## src/rtl/mem_port_arbiter.sv

```systemverilog
// mem_port_arbiter
// Shares one single-port unified instruction/data memory between the IF-stage
// fetch requester and the MEM-stage load/store requester. One memory access is
// in flight at a time. The memory may take any number of cycles, signalled by
// mem_ready.
//
// Handshake rules:
//   A requester holds x_req and its address/data stable until it sees x_gnt=1
//   in a cycle. The access is accepted at that rising edge. After acceptance,
//   mem_* stay constant until the memory asserts mem_ready=1. One cycle after
//   the mem_ready cycle, x_rvalid pulses for exactly one cycle.
//
// Arbitration:
//   The data port has priority over fetch. If the data port wins STARVE_MAX
//   consecutive contested arbitrations, fetch wins the next contested one.
//
// Ports:
//   clk, rst_n               clock, async active-low reset
//   if_req/if_addr           fetch request (read only)
//   if_gnt/if_rvalid/if_rdata  fetch grant, completion pulse, instruction
//   d_req/d_we/d_be/d_addr/d_wdata  load/store request
//   d_gnt/d_rvalid/d_rdata   data grant, completion pulse, load data
//   mem_req/we/be/addr/wdata registered memory command
//   mem_ready/mem_rdata      memory completion and read data
//   dbg_state                current FSM state (0 idle, 1 fetch, 2 data)
module mem_port_arbiter #(
  parameter int AW         = 32,
  parameter int DW         = 32,
  parameter int STARVE_MAX = 4
) (
  input  logic            clk,
  input  logic            rst_n,
  input  logic            if_req,
  input  logic [AW-1:0]   if_addr,
  output logic            if_gnt,
  output logic            if_rvalid,
  output logic [DW-1:0]   if_rdata,
  input  logic            d_req,
  input  logic            d_we,
  input  logic [DW/8-1:0] d_be,
  input  logic [AW-1:0]   d_addr,
  input  logic [DW-1:0]   d_wdata,
  output logic            d_gnt,
  output logic            d_rvalid,
  output logic [DW-1:0]   d_rdata,
  output logic            mem_req,
  output logic            mem_we,
  output logic [DW/8-1:0] mem_be,
  output logic [AW-1:0]   mem_addr,
  output logic [DW-1:0]   mem_wdata,
  input  logic            mem_ready,
  input  logic [DW-1:0]   mem_rdata,
  output logic [1:0]      dbg_state
);

  typedef enum logic [1:0] {
    IDLE    = 2'd0,
    BUSY_IF = 2'd1,
    BUSY_D  = 2'd2
  } state_t;

  localparam logic [3:0] STARVE_LIM = 4'(STARVE_MAX);

  state_t     state;
  logic [3:0] starve_cnt;
  logic       window;
  logic       pick_d;
  logic       pick_if;

  // The arbitration window also opens on the completing cycle of a busy
  // access. This lets the next access start with no idle bubble.
  always_comb begin
    window  = (state == IDLE) || mem_ready;
    pick_d  = window && d_req && (!if_req || (starve_cnt != STARVE_LIM));
    pick_if = window && if_req && !pick_d;
  end

  // Gated by rst_n so that no grant is advertised while reset is held.
  assign d_gnt     = pick_d && rst_n;
  assign if_gnt    = pick_if && rst_n;
  assign dbg_state = state;

  always_ff @(posedge clk or negedge rst_n) begin
    if (!rst_n) begin
      state      <= IDLE;
      starve_cnt <= '0;
      mem_req    <= 1'b0;
      mem_we     <= 1'b0;
      mem_be     <= '0;
      mem_addr   <= '0;
      mem_wdata  <= '0;
      if_rvalid  <= 1'b0;
      if_rdata   <= '0;
      d_rvalid   <= 1'b0;
      d_rdata    <= '0;
    end else begin
      // Completion of the access that is currently in flight.
      if_rvalid <= (state == BUSY_IF) && mem_ready;
      d_rvalid  <= (state == BUSY_D) && mem_ready;
      if ((state == BUSY_IF) && mem_ready) begin
        if_rdata <= mem_rdata;
      end
      // A store completion leaves d_rdata untouched; only the pulse acknowledges it.
      if ((state == BUSY_D) && mem_ready && !mem_we) begin
        d_rdata <= mem_rdata;
      end

      if (pick_d) begin
        state     <= BUSY_D;
        mem_req   <= 1'b1;
        mem_we    <= d_we;
        mem_be    <= d_be;
        mem_addr  <= d_addr;
        mem_wdata <= d_wdata;
        // Count only contested wins by the data port, saturating at the limit.
        if (if_req && (starve_cnt != STARVE_LIM)) begin
          starve_cnt <= starve_cnt + 4'd1;
        end
      end else if (pick_if) begin
        state      <= BUSY_IF;
        mem_req    <= 1'b1;
        mem_we     <= 1'b0;
        mem_be     <= '1;
        mem_addr   <= if_addr;
        mem_wdata  <= '0;
        starve_cnt <= '0;
      end else if ((state != IDLE) && mem_ready) begin
        state   <= IDLE;
        mem_req <= 1'b0;
        mem_we  <= 1'b0;
      end
    end
  end

endmodule

```

## config.mk

```make
export PLATFORM = sky130hd
export DESIGN_NAME = mem_port_arbiter
export DESIGN_NICKNAME = d
export VERILOG_FILES = /design/src/rtl/mem_port_arbiter.sv
export SDC_FILE = /design/constraint.sdc
export NUM_CORES = 1
export LEC_CHECK = 0
export ABC_AREA = 0
export BUFFER_PORTS_ARGS = -buffer_cell sky130_fd_sc_hd__buf_2
export CAP_MARGIN = 20
export CORE_ASPECT_RATIO = 0.5
export CORE_UTILIZATION = 30
export CTS_BUF_LIST = sky130_fd_sc_hd__clkbuf_2
export DETAILED_ROUTE_END_ITERATION = 6
export GPL_TIMING_DRIVEN = 0
export PLACE_DENSITY = 0.58
export SETUP_SLACK_MARGIN = 0.2
export SYNTH_ARGS = -nofsm -noshare
export SYNTH_HDL_FRONTEND = slang
export SYNTH_SLANG_ARGS = --single-unit
```

## constraint.sdc

```tcl
create_clock -name clk -period 1.6 [get_ports clk]
set_clock_uncertainty 0.05 [all_clocks]
set_input_delay 0.08 -clock clk [delete_from_list [all_inputs] [get_ports clk]]
set_output_delay 0.08 -clock clk [all_outputs]
set_load 0.01 [all_outputs]
```

# Word-level counts from Yosys, hierarchy flattened

Cells that the tools add are included.

Register bits: 142
Bits in latches: 0
RAM bits: 0
ROM bits: 0
Input bits: 138
Output and inout port bits: 140
Word-level logic and storage cells: 54
Memories: 0

$add $sub $neg: 1
Multipliers: 0
Divide/modulo/power cells: 0
$lt $le $gt $ge: 0
Equality and inequality tests: 4
Shift operators: 0
Multiplexer cells: 17
Bitwise operators: 0
Reductions and logical operators: 21

Operators with widths:

| operator                                              | count |
|---|---|
| 2-to-1 mux 32 bit                                     | 4 |
| 2-to-1 mux 4 bit                                      | 5 |
| logical AND 1 bit                                     | 11 |
| 2-to-1 mux 2 bit                                      | 3 |
| 2-to-1 mux 1 bit                                      | 5 |
| adder 4 x 1 -> 4 bit, second input constant           | 1 |
| inequality test 4 x 3 -> 1 bit, second input constant | 1 |
| nonzero test 2 bit                                    | 2 |
| zero test 1 bit                                       | 3 |
| nonzero test 3 bit                                    | 1 |
| == test 2 x 1 -> 1 bit, second input constant         | 1 |
| == test 2 bit, second input constant                  | 1 |
| zero test 2 bit                                       | 1 |
| logical OR 1 bit                                      | 2 |
| inequality test 2 x 1 -> 1 bit, second input constant | 1 |
| AND reduction 2 bit                                   | 1 |

# Logic depth before layout (Yosys ltp)

Gate-level depths: netlist (run 1).

Word-level depth: 8
Mapped depth: 7
Mapped depth without buffers: 5

# Worst setup path before layout (run 1)

OpenSTA, ideal clock, no wires.

Kind: register to register
Start point: register state[0] (netlist: dbg_state[0])
End point: register d_rdata[0]
Library setup time: 0.127 ns
Arrival time: 1.387 ns
Data required time: 1.423 ns
Setup slack: 0.035 ns
Stages on the path, launching flop included: 6
Path buffers: 2
Clock period less this slack: 1.565 ns
Cell sequence: dfrtp_1 and3b_1 nor2b_1 buf_4 buf_6 mux2_1

Cells in the longest elaborated chain, start to end: 3

RTL lines:

| item                            | RTL line | text |
|---|---|---|
| from (decl)                     | 64       | `state_t state;` |
| from (signal assigned)          | 85       | `state <= IDLE;` |
| from (signal assigned)          | 109      | `state <= BUSY_D;` |
| from (signal assigned)          | 120      | `state <= BUSY_IF;` |
| == test 2 bit                   | 104      | `if ((state == BUSY_D) && mem_ready && !mem_we) begin` |
| logical AND 1 bit (2 in series) | 104      |  |
| to (signal assigned)            | 105      | `d_rdata <= mem_rdata;` |
| to (decl)                       | 45       | `output logic [DW-1:0] d_rdata,` |

No other way between the ends.
A chain may end at the register's enable or synchronous reset.

# Worst setup path in the final report (run 1)

Start point: register starve_cnt[0]
End point: register starve_cnt[0]

Cells in the longest elaborated chain, start to end: 7
Elaborated cells between the ends (all ways): 12
Those cells by class: add/sub: 1; eq/ne: 2; mux: 2; reduce/logical: 7

RTL lines:

| item                           | RTL line | text |
|---|---|---|
| from (decl)                    | 65       | `logic [3:0] starve_cnt;` |
| from (signal assigned)         | 117      | `starve_cnt <= starve_cnt + 4'd1;` |
| inequality test 4 x 3 -> 1 bit | 74, 116  |  |
| logical OR 1 bit               | 74       | `pick_d = window && d_req && (!if_req \|\| (starve_cnt != STARVE_LIM));` |
| logical AND 1 bit              | 74       |  |
| zero test 1 bit                | 75       | `pick_if = window && if_req && !pick_d;` |
| logical AND 1 bit              | 75       |  |
| nonzero test 2 bit (no line)   | -        |  |
| AND reduction 2 bit (no line)  | -        |  |

Parallel ways exist; a longest one is shown, timed or not. The select of a mux whose other input is x is not followed.

==> metrics.md, run 1 <==
| Metric | Value |
|---|---|
| Critical path arrival | 2.82 ns |
| Worst vdd rail ir drop | 0.000557 V |
| I/O pins | 278 |
| Finished Cell Area | 0.0115 mm^2 |
| Synth Area per Inst | 14.7 um^2 |
| GRT Total Usage | 0.200 |
| Post-layout min period | 2.25 ns |
| Post-Route WL | 22.8 mm |
| Final period utilization | 1.40 |
| Setup TNS | -18.66 ns |
| WL per Instance | 18.9 um |
| Clock Latency Late Sink | 0.73 ns |
| CP required | 2.17 ns |
| # rows | 35 |
| Share of cells above drive strength 1 | 0.558 |
| Initial Utilization | 0.307 |
| Dpl hpwl | 11.3 mm |
| Most frequent cells after synthesis | dfrtp_1 (142), mux2_2 (34), a22o_1 (33), o21bai_1 (32), o221a_2 (32) |
| Number of synthesized flops with an enable pin | 0 |
| Die height | 99.0 um |
| Worst min-delay path category | in -> async |
| Cells after DPL | 899 |
| Final-report hold violation count | 142 |
| RePlAce Congestion | 0.778 |
| Die width | 196 um |
| CTS tree | yes |
| Multi-input logic area | 0.00252 mm^2 |
| Reg2Reg Depth | 17 |
| Endpoints failing setup | 107 |
| CTS Buf Count | 17 |
| Xor-xnor portion of the synthesized cell area | 0 |
| Fin cells | 1,209 |
| Most common cell in the synthesized netlist | dfrtp_1 |
| Kind of critical path | reg -> reg |
| Remaining global-route overflow | 0 |
| Top cell type's share of synthesized area | 0.630 |
| Synth top area cells | dfrtp_1 (63%), mux2_2 (6.8%), o221a_2 (6.4%) |
| Slew HR | 0.489 |
| Initial antenna violation count | 3 |
| R2r endpoint | starve_cnt[0] |
| RSZ-0062 raised after global routing | yes |
| Clock Sinks | 142 |
| Vias in the first global route | 5,643 |
| First-pass GRT wire length | 30.0 mm |
| Synthesis-stage register bit count | 142 |
| Worst reg2reg startpoint | starve_cnt[0] |
| Port Buffers | 275 |
| Routed Antenna Nets | 0 |
| Worst Setup Start Kind | flip-flop |
| Crit-path max FO | 2 |
| Synth Area in Adders | 0.00444 |
| Core area | 0.0184 mm^2 |
| Ys flop type | dfrtp_1 |
| Synth area leader | dfrtp_1 |
| FF/Latch Area | 0.00356 mm^2 |
| Leak pwr | 5.66 nW |
| Async SR Flop Fraction | 1.00 |
| Post-synthesis compound-gate area fraction | 0.186 |
| Worst-Margin Slew | 0.766 ns |
| Initial DRC Count | 206 |
| Unique masters post-synth | 35 |
| Mux contribution to synthesized area | 0.128 |
| Failing checks | hold timing, setup timing |
| Sequential element share of the synthesized area | 0.630 |
| Area growth syn-to-layout | 104% |
| Crit end category | flip-flop |
| Final setup margin | -0.646 ns |
| CTS max path bufs | 2 |
| CTS root buffer | clkbuf_2 |
| Fillers | 1,316 |
| Main combinational cell family by area after synthesis | compound AO/OA/AOI/OAI gates |
| # DRC | 0 |
| Syn_nets | 523 |
| Largest net degree at the start of global routing | 81 |
| Post-Syn Area | 0.00564 mm^2 |
| Area share of and/or/nand/nor cells after synthesis | 0.0184 |
| Clock-pin slew on the worst setup and hold paths | 0.29 ns |
| Max-Cap Viols | 0 |
| WHS | -0.700 ns |
| Pwr dens | 1070 mW/mm^2 |
| Via density | 4.75 |
| DIE AREA | 0.0194 mm^2 |
| Total iterations of the first detailed-routing run | 4 |
| Detailed-route via count | 5,748 |
| Max Clk Rate | 445 MHz |
| YS warnings | 0 |
| R2R setup slack | -0.65 ns |
| Outcome | finished, violations left |
| Nets | 1,093 |
| Area after DPL | 0.00737 mm^2 |
| Cells after Synth | 383 |
| Htree depth | 4 |
| Final Max Tran Viols | 0 |
## routing by layer
layer / part of all wire / GRT usage
met1: 0.41 / 0.235
met2: 0.52 / 0.357
met3: 0.035 / 0.0472
met4: 0.040 / 0.0769
met5: 0 / 0
## final cells by class
type | instances | area share
inverters | 9 | 0.00315
flip-flops and latches | 142 | 0.309
clock buffers | 17 | 0.00739
plain buffers | 30 | 0.0331
clock inverters | 15 | 0.0147
diodes | 3 | 0.000652
repair buffers | 551 | 0.388
multi-input cells | 202 | 0.218
well taps | 240 | 0.0261
## metrics by stage
stage	utilization	hold WS (ns)	power, mW	worst slack (ns)
final	0.626	-0.700	12.3	-0.646
after global routing	0.626	-0.769	12.9	-0.776
after CTS	0.545	-0.751	11.1	-0.658
after detailed placement	0.401	0.139	7.82	-0.362
after global placement	0.399	0.255	7.73	-1.95
after floorplan	-	-0.266	6.37	0.0546
## layout by cell type, fill, tap and decap left out, types with 5 or more instances in the layout
cell and n:
buf_2 238, dlygate4sd3_1 185, dfrtp_1 140, buf_6 65, mux2_4 60, buf_4 53
a22o_1 33, o221a_4 32, o21bai_1 31, clkbuf_2 20, buf_12 10, buf_8 10
inv_6 9, clkbuf_16 8, inv_1 6, clkbuf_1 5, nor2_1 5
## worst max-delay path, stage by stage (launching register included)
cell,delay [ns]
dfrtp_1,0.44
inv_2,0.07
buf_4,0.14
buf_4,0.13
buf_6,0.11
buf_6,0.10
buf_6,0.10
buf_6,0.10
buf_6,0.10
buf_6,0.10
buf_6,0.10
buf_6,0.10
buf_6,0.10
buf_6,0.10
buf_6,0.10
buf_6,0.10
nand3_2,0.05
o21ai_2,0.05
## cell families after synthesis
logic type,count (synthesis)
flops,142
compound gates,117
mux,64
buf+inv,39
simple gates,19
fa+ha+maj,2
## worst max path at each step
| stage | cells after the start | endpoint | startpoint | slack, ns |
|---|---|---|---|---|
| floorplan | 4 | mem_addr[10] | dbg_state[1] | 0.05 |
| global placement | 1 | dbg_state[0] | rst_n | -1.95 |
| detailed placement | 6 | mem_addr[20] | starve_cnt[0] | -0.36 |
| CTS | 7 | if_gnt | starve_cnt[0] | -0.66 |
| global route | 7 | if_gnt | starve_cnt[0] | -0.78 |
| finish | 17 | starve_cnt[0] | starve_cnt[0] | -0.65 |
## registers in the layout, indices dropped and copies added (netlist names)
register / count
if_rvalid: 1
mem_wdata: 32
starve_cnt: 4
mem_req: 1
if_rdata: 32
d_rvalid: 1
mem_addr: 32
mem_we: 1
d_rdata: 32
dbg_state: 2
mem_be: 4
## power by group
group          switching (mW)  total, mW  leakage (nW)  internal [mW]
clock                    1.55       2.31         0.148          0.769
sequential              0.539       4.97          1.69           4.43
combinational            1.93       5.04          3.83           3.11
## timing repair
item / CTS / global route
setup endpoints to repair: 276 / 276
pin swaps: 22 / 30
setup buffers: 23 / 56
endpoints found under the hold margin: 284 / 156
cloned: 3 / 8
resized for setup: 104 / 160
hold buffers: 176 / 9
Note: power is estimated with default switching activity, not from simulation.
==> run 2, diff against run 1 <==
--- a/config.mk
+++ b/config.mk
@@ -13,6 +13,7 @@
 export CTS_BUF_LIST = sky130_fd_sc_hd__clkbuf_2
 export DETAILED_ROUTE_END_ITERATION = 6
 export GPL_TIMING_DRIVEN = 0
+export MAX_ROUTING_LAYER = met4
 export PLACE_DENSITY = 0.58
 export SETUP_SLACK_MARGIN = 0.2
 export SYNTH_ARGS = -nofsm -noshare
==> constraint.sdc (replaced) <==
create_clock -name clk -period 1.82 [get_ports clk]
set_clock_uncertainty 0.05 [all_clocks]
set_input_delay 0.091 -clock clk [delete_from_list [all_inputs] [get_ports clk]]
set_output_delay 0.091 -clock clk [all_outputs]
set_load 0.01 [all_outputs]
==> run 2 against run 1 <==
Die area unchanged. Critical path type is now reg -> out. Sequential share of layout area up 4.7 points. Register-to-register slack better by 0.52 ns. Via count down 8.2%. Final cell count down 7.8%. The flow still finishes with violations (hold timing, setup timing). Combinational power down 33%. Sequential cell count unchanged. Largest cell class unchanged. Worst hold slack better by 0.055 ns. Highest routed layer unchanged.
==> metrics.md, run 2 (synthesized netlist as in run 1, its figures left out) <==
| Metric | Value |
|---|---|
| Outcome | finished, violations left |
| Failing checks | hold timing, setup timing |
| Dpl hpwl | 11.1 mm |
| Total iterations of the first detailed-routing run | 4 |
| Share of cells above drive strength 1 | 0.546 |
| Clock Latency Late Sink | 0.66 ns |
| Vias in the first global route | 5,525 |
| Initial Utilization | 0.307 |
| Overall power | 9.58 mW |
| CTS tree | yes |
| Detailed-route via count | 5,277 |
| Critical path arrival | 2.03 ns |
| Setup TNS | -5.08 ns |
| Most frequent cells in the layout | buf_2 (275), dlygate4sd3_1 (157), dfrtp_1 (140), mux2_2 (34), a22o_1 (33) |
| Worst-path cell chain | inv_2 -> ha_4 -> and3b_2 -> o211ai_4 -> buf_6 -> nor2_2 -> buf_2 |
| Final-report hold violation count | 142 |
| Worst vdd rail ir drop | 0.000441 V |
| Max Clk Rate | 460 MHz |
| # rows | 35 |
| Met2 Resource Use GR | 0.338 |
| WHS | -0.645 ns |
| CP max-delay cell | dfrtp_1 |
| RePlAce Congestion | 0.776 |
| Worst-Margin Slew | 0.736 ns |
| Antenna diodes | 0 |
| Combinational share of power | 0.351 |
| Routed Antenna Nets | 0 |
| Final period utilization | 1.19 |
| Post-layout min period | 2.17 ns |
| Initial DRC Count | 171 |
| Clock-pin slew on the worst setup and hold paths | 0.27 ns |
| Worst Setup Start Kind | flip-flop |
| Via density | 4.73 |
| Internal power | 6.45 mW |
| Post-Route WL | 19.2 mm |
| Endpoints failing setup | 73 |
| Area growth syn-to-layout | 77.3% |
| Slew HR | 0.509 |
| CTS Buf Count | 17 |
| WL per Instance | 17.3 um |
| Pwr dens | 957 mW/mm^2 |
| Pre-CTS setup slack | -0.126 ns |
| Final setup margin | -0.352 ns |
| Buf/Inv on CP | 3 |
| Slowest stage delay, CP | 0.44 ns |
| Port Buffers | 275 |
| CTS max path bufs | 2 |
| Final Max Tran Viols | 0 |
| GRT Total Usage | 0.198 |
| DIE AREA | 0.0194 mm^2 |
| Fillers | 1,547 |
| Max-Cap Viols | 0 |
| CTS root buffer | clkbuf_2 |
| CP required | 1.68 ns |
| Busiest grt layer | met2 |
| Crit end category | output pin |
| Nets | 1,002 |
| Largest net degree at the start of global routing | 77 |
| Clock group share of total power | 0.202 |
| Grt met1 use | 0.230 |
| First-pass GRT wire length | 28.9 mm |
| Sw Share | 0.326 |
| Die height | 99.0 um |
| Htree depth | 4 |
| Die width | 196 um |
| Sequential fraction of design power | 0.447 |
| P_sw | 3.12 mW |
| Core area | 0.0184 mm^2 |
| Initial antenna violation count | 0 |
| CP delay by family, top | flip-flops |
| Leak pwr | 4.86 nW |
| Remaining global-route overflow | 0 |
| Crit-path max FO | 2 |
| GRT met3 Usage | 0.0438 |
| Worst min-delay path category | in -> async |
| I/O pins | 278 |
| Kind of critical path | reg -> out |
| RSZ-0062 raised after global routing | yes |
| Most common cell after layout, fill and taps aside | buf_2 |
| # DRC | 0 |
| Clock Sinks | 142 |
## run 2: cell count changes in the layout (fill, tap and decap cells not counted), sizes merged
| cell | before | now |
|---|---|---|
| clkbuf | 34 | 31 |
| dlygate4sd3 | 185 | 157 |
| clkinvlp | 2 | 1 |
| diode | 3 | 0 |
| buf | 379 | 319 |
| clkinv | 1 | 9 |
| inv | 19 | 12 |
## run 2: power groups by stage
| stage | combinational, mW | sequential, mW | clock [mW] |
|---|---|---|---|
| after floorplan | 0.918 | 4.67 | 0 |
| after global placement | 2.50 | 4.29 | 0 |
| after global routing | 3.59 | 4.37 | 2.18 |
| after CTS | 3.11 | 4.26 | 2.04 |
| final | 3.36 | 4.28 | 1.94 |
| after detailed placement | 2.54 | 4.31 | 0 |
## run 2: per-stage QoR
stage	cells	instance area, um^2	hold slack, ns	utilization
final	1115	10000	-0.645	0.544
after global routing	1115	10000	-0.740	0.544
after CTS	1092	9440	-0.736	0.513
after detailed placement	899	7350	0.134	0.400
after global placement	898	7320	0.266	0.398
after floorplan	383	5640	-0.255	-
## run 2: worst register-to-register path: cells and delay by family (launching register included)
kind            cells  cell delay (ns)
buf+inv             5             0.67
simple gates        2             0.31
compound gates      1             0.22
fa+ha+maj           1             0.13
flops               1             0.46
## run 2: worst paths after layout
| check | from | endpoint | slack [ns] | depth (start not counted) |
|---|---|---|---|---|
| worst max-delay path | starve_cnt[0] | if_gnt | -0.35 | 7 |
| worst min-delay path | rst_n | if_rdata[26] | -0.65 | 1 |
| worst max register to register | starve_cnt[0] | mem_wdata[1] | -0.13 | 9 |
| worst min register to register | if_rdata[31] | if_rdata[31] | 0.48 | 1 |
| max in group asynchronous | rst_n | mem_wdata[7] | 1.54 | 2 |
| min in group clk | d_be[0] | mem_be[0] | 0.13 | 3 |
## run 2: layer usage
metal	vias to the layer above	share of wire
met3	36	0.030
met5	-	0
met2	159	0.52
li1	2417	-
met1	2665	0.43
met4	0	0.024
## run 2: final cells by class
type / count / area (um^2) / area share
Sequential cell: 142 / 3560 / 0.355
Timing Repair Buffer: 460 / 3310 / 0.331
Multi-Input combinational cell: 202 / 2230 / 0.223
Buffer: 30 / 323 / 0.0323
Tap cell: 240 / 300 / 0.0300
Clock inverter: 15 / 164 / 0.0164
Clock buffer: 17 / 85.1 / 0.00851
Inverter: 9 / 33.8 / 0.00338
## run 2: what timing repair did
item                                    CTS  global route
hold buffers                            148             9
setup buffers                            10             9
gates resized for setup                  80            59
hold endpoints to repair                284           154
endpoints found under the setup margin  131           104
gates cloned                              3             5
pin swaps                                19            21
==> run 3, diff against run 2 <==
--- a/config.mk
+++ b/config.mk
@@ -14,7 +14,7 @@
 export DETAILED_ROUTE_END_ITERATION = 6
 export GPL_TIMING_DRIVEN = 0
 export MAX_ROUTING_LAYER = met4
-export PLACE_DENSITY = 0.58
+export PLACE_DENSITY = 0.56
 export SETUP_SLACK_MARGIN = 0.2
 export SYNTH_ARGS = -nofsm -noshare
 export SYNTH_HDL_FRONTEND = slang
==> constraint.sdc (replaced) <==
create_clock -name clk -period 2.55 [get_ports clk]
set_clock_uncertainty 0.05 [all_clocks]
set_input_delay 0.1275 -clock clk [delete_from_list [all_inputs] [get_ports clk]]
set_output_delay 0.1275 -clock clk [all_outputs]
set_load 0.01 [all_outputs]
==> run 3 against run 2 <==
The run ends with hold timing left. Combinational power is 38% lower. First-iteration DRC count decreased by 4.1%. Utilization down 4.3 points.
==> metrics.md, run 3 (synthesized netlist as in run 1, its figures left out) <==
| Metric | Value |
|---|---|
| Combinational share of power | 0.315 |
| Final setup margin | 0.276 ns |
| Max Clk Rate | 440 MHz |
| Initial antenna violation count | 0 |
| Area growth syn-to-layout | 63.4% |
| Buf/Inv on CP | 4 |
| GRT met3 Usage | 0.0380 |
| Critical path arrival | 2.79 ns |
| I/O pins | 278 |
| Worst reg2reg startpoint | starve_cnt[0] |
| Worst-path cell chain | inv_2 -> ha_4 -> nand4b_1 -> nand3_4 -> buf_12 -> buf_2 -> o221a_2 -> dlygate4sd3_1 |
| R2r endpoint | mem_addr[2] |
| Multi-input logic area | 0.00194 mm^2 |
| P_sw | 2.12 mW |
| Reg2Reg Depth | 8 |
| Share of cells above drive strength 1 | 0.487 |
| Max-Cap Viols | 0 |
| Die width | 196 um |
| Post-CTS Hold Fix Bufs | 143 |
| Worst vdd rail ir drop | 0.000255 V |
| Clock-pin slew on the worst setup and hold paths | 0.25 ns |
| Most common cell after layout, fill and taps aside | buf_2 |
| Nets | 973 |
| Kind of critical path | reg -> reg |
| Slew HR | 0.540 |
| Pwr dens | 713 mW/mm^2 |
| Met2 Resource Use GR | 0.316 |
| CTS root buffer | clkbuf_2 |
| R2R setup slack | 0.28 ns |
| RSZ-0062 raised after global routing | yes |
| Post-layout min period | 2.27 ns |
| CP max-delay cell | dlygate4sd3_1 |
| Most frequent cells in the layout | buf_2 (285), dlygate4sd3_1 (143), dfrtp_1 (142), mux2_2 (34), a22o_1 (33) |
| Via density | 4.60 |
| WHS | -0.0588 ns |
| First-pass GRT wire length | 26.8 mm |
| # rows | 35 |
| Port Buffers | 275 |
| Sequential fraction of design power | 0.461 |
| WL per Instance | 15.7 um |
| RePlAce Congestion | 0.749 |
| Clock Sinks | 142 |
| Clock group share of total power | 0.224 |
| Endpoints failing setup | 0 |
| Busiest grt layer | met2 |
| Detailed-route via count | 5,000 |
| FF/Latch Area | 0.00355 mm^2 |
| Dpl hpwl | 11.3 mm |
| CTS max path bufs | 2 |
| Final-report hold violation count | 57 |
| Pre-CTS setup slack | 0.606 ns |
| Clock Latency Late Sink | 0.69 ns |
| CP endpoint | mem_addr[2] |
| Outcome | finished, violations left |
| # DRC | 0 |
| Htree depth | 4 |
| Vias in the first global route | 5,119 |
| Cells after DPL | 899 |
| GRT Total Usage | 0.183 |
| CTS tree | yes |
| CP delay by family, top | buffers and inverters |
| Worst min-delay path category | in -> async |
| Routed Antenna Nets | 0 |
| Final Max Tran Viols | 0 |
| Largest net degree at the start of global routing | 73 |
| Fin cells | 1,086 |
| Crit-path max FO | 10 |
| CP required | 3.06 ns |
| Failing checks | hold timing |
| Worst-Margin Slew | 0.690 ns |
| Core area | 0.0184 mm^2 |
| Overall power | 6.57 mW |
| Slowest stage delay, CP | 0.55 ns |
| Initial DRC Count | 164 |
| Initial Utilization | 0.307 |
| Leak pwr | 4.49 nW |
| Remaining global-route overflow | 0 |
| Internal power | 4.46 mW |
| Crit end category | flip-flop |
| DIE AREA | 0.0194 mm^2 |
| Fillers | 1,591 |
| CP Depth | 8 |
| Final period utilization | 0.892 |
| CTS Buf Count | 17 |
| Sw Share | 0.322 |
| Post-Route WL | 17.1 mm |
| Total iterations of the first detailed-routing run | 4 |
| Antenna diodes | 0 |
| CP startpoint | starve_cnt[0] |
| Die height | 99.0 um |
| Worst Setup Start Kind | flip-flop |
| Grt met1 use | 0.213 |
[run 3: stage by stage]
step / area (um^2) / utilization / TNS [ns] / hold WS (ns)
3_3_place_gp: 7320 / 0.398 / -110.24 / 0.302
6_report: 9220 / 0.501 / 0 / -0.0588
3_5_place_dp: 7350 / 0.400 / 0 / 0.152
2_1_floorplan: 5640 / - / 0 / -0.218
5_1_grt: 9220 / 0.501 / 0 / -0.0828
4_1_cts: 9140 / 0.497 / 0 / -0.116
[run 3: worst min-delay path by stage]
stage                           start            end
after global placement    d_wdata[18]  mem_wdata[18]
after detailed placement        rst_n    d_rdata[24]
after CTS                       rst_n   mem_addr[24]
after global routing            rst_n   mem_addr[24]
final                           rst_n   if_rdata[17]
after floorplan                 rst_n     d_rdata[0]
[run 3: final cells by class]
class | count | share of cell area
Inverter | 9 | 0.00367
Clock buffer | 17 | 0.00923
Tap cell | 240 | 0.0326
Buffer | 30 | 0.0190
Sequential cell | 142 | 0.386
Timing Repair Buffer | 431 | 0.319
Multi-Input combinational cell | 202 | 0.211
Clock inverter | 15 | 0.0200
[run 3: power groups by stage]
stage	sequential (mW)	combinational, mW	clock (mW)
after floorplan	3.34	0.655	0
final	3.03	2.07	1.48
after detailed placement	3.07	1.83	0
after global placement	3.06	1.80	0
after CTS	3.03	2.07	1.54
after global routing	3.11	2.25	1.63
[run 3: layer usage]
metal  share of wire  vias to the layer above
li1                -                     2345
met4           0.020                        0
met3           0.037                       32
met1            0.42                     2498
met2            0.52                      125
met5               0                        -
[run 3: timing repair]
item / 4_1_cts / 5_1_grt
gates resized for setup: 8 / 10
pin swaps: 2 / 2
hold endpoints to repair: 283 / 70
endpoints found under the setup margin: 2 / 10
setup buffers: 6 / 6
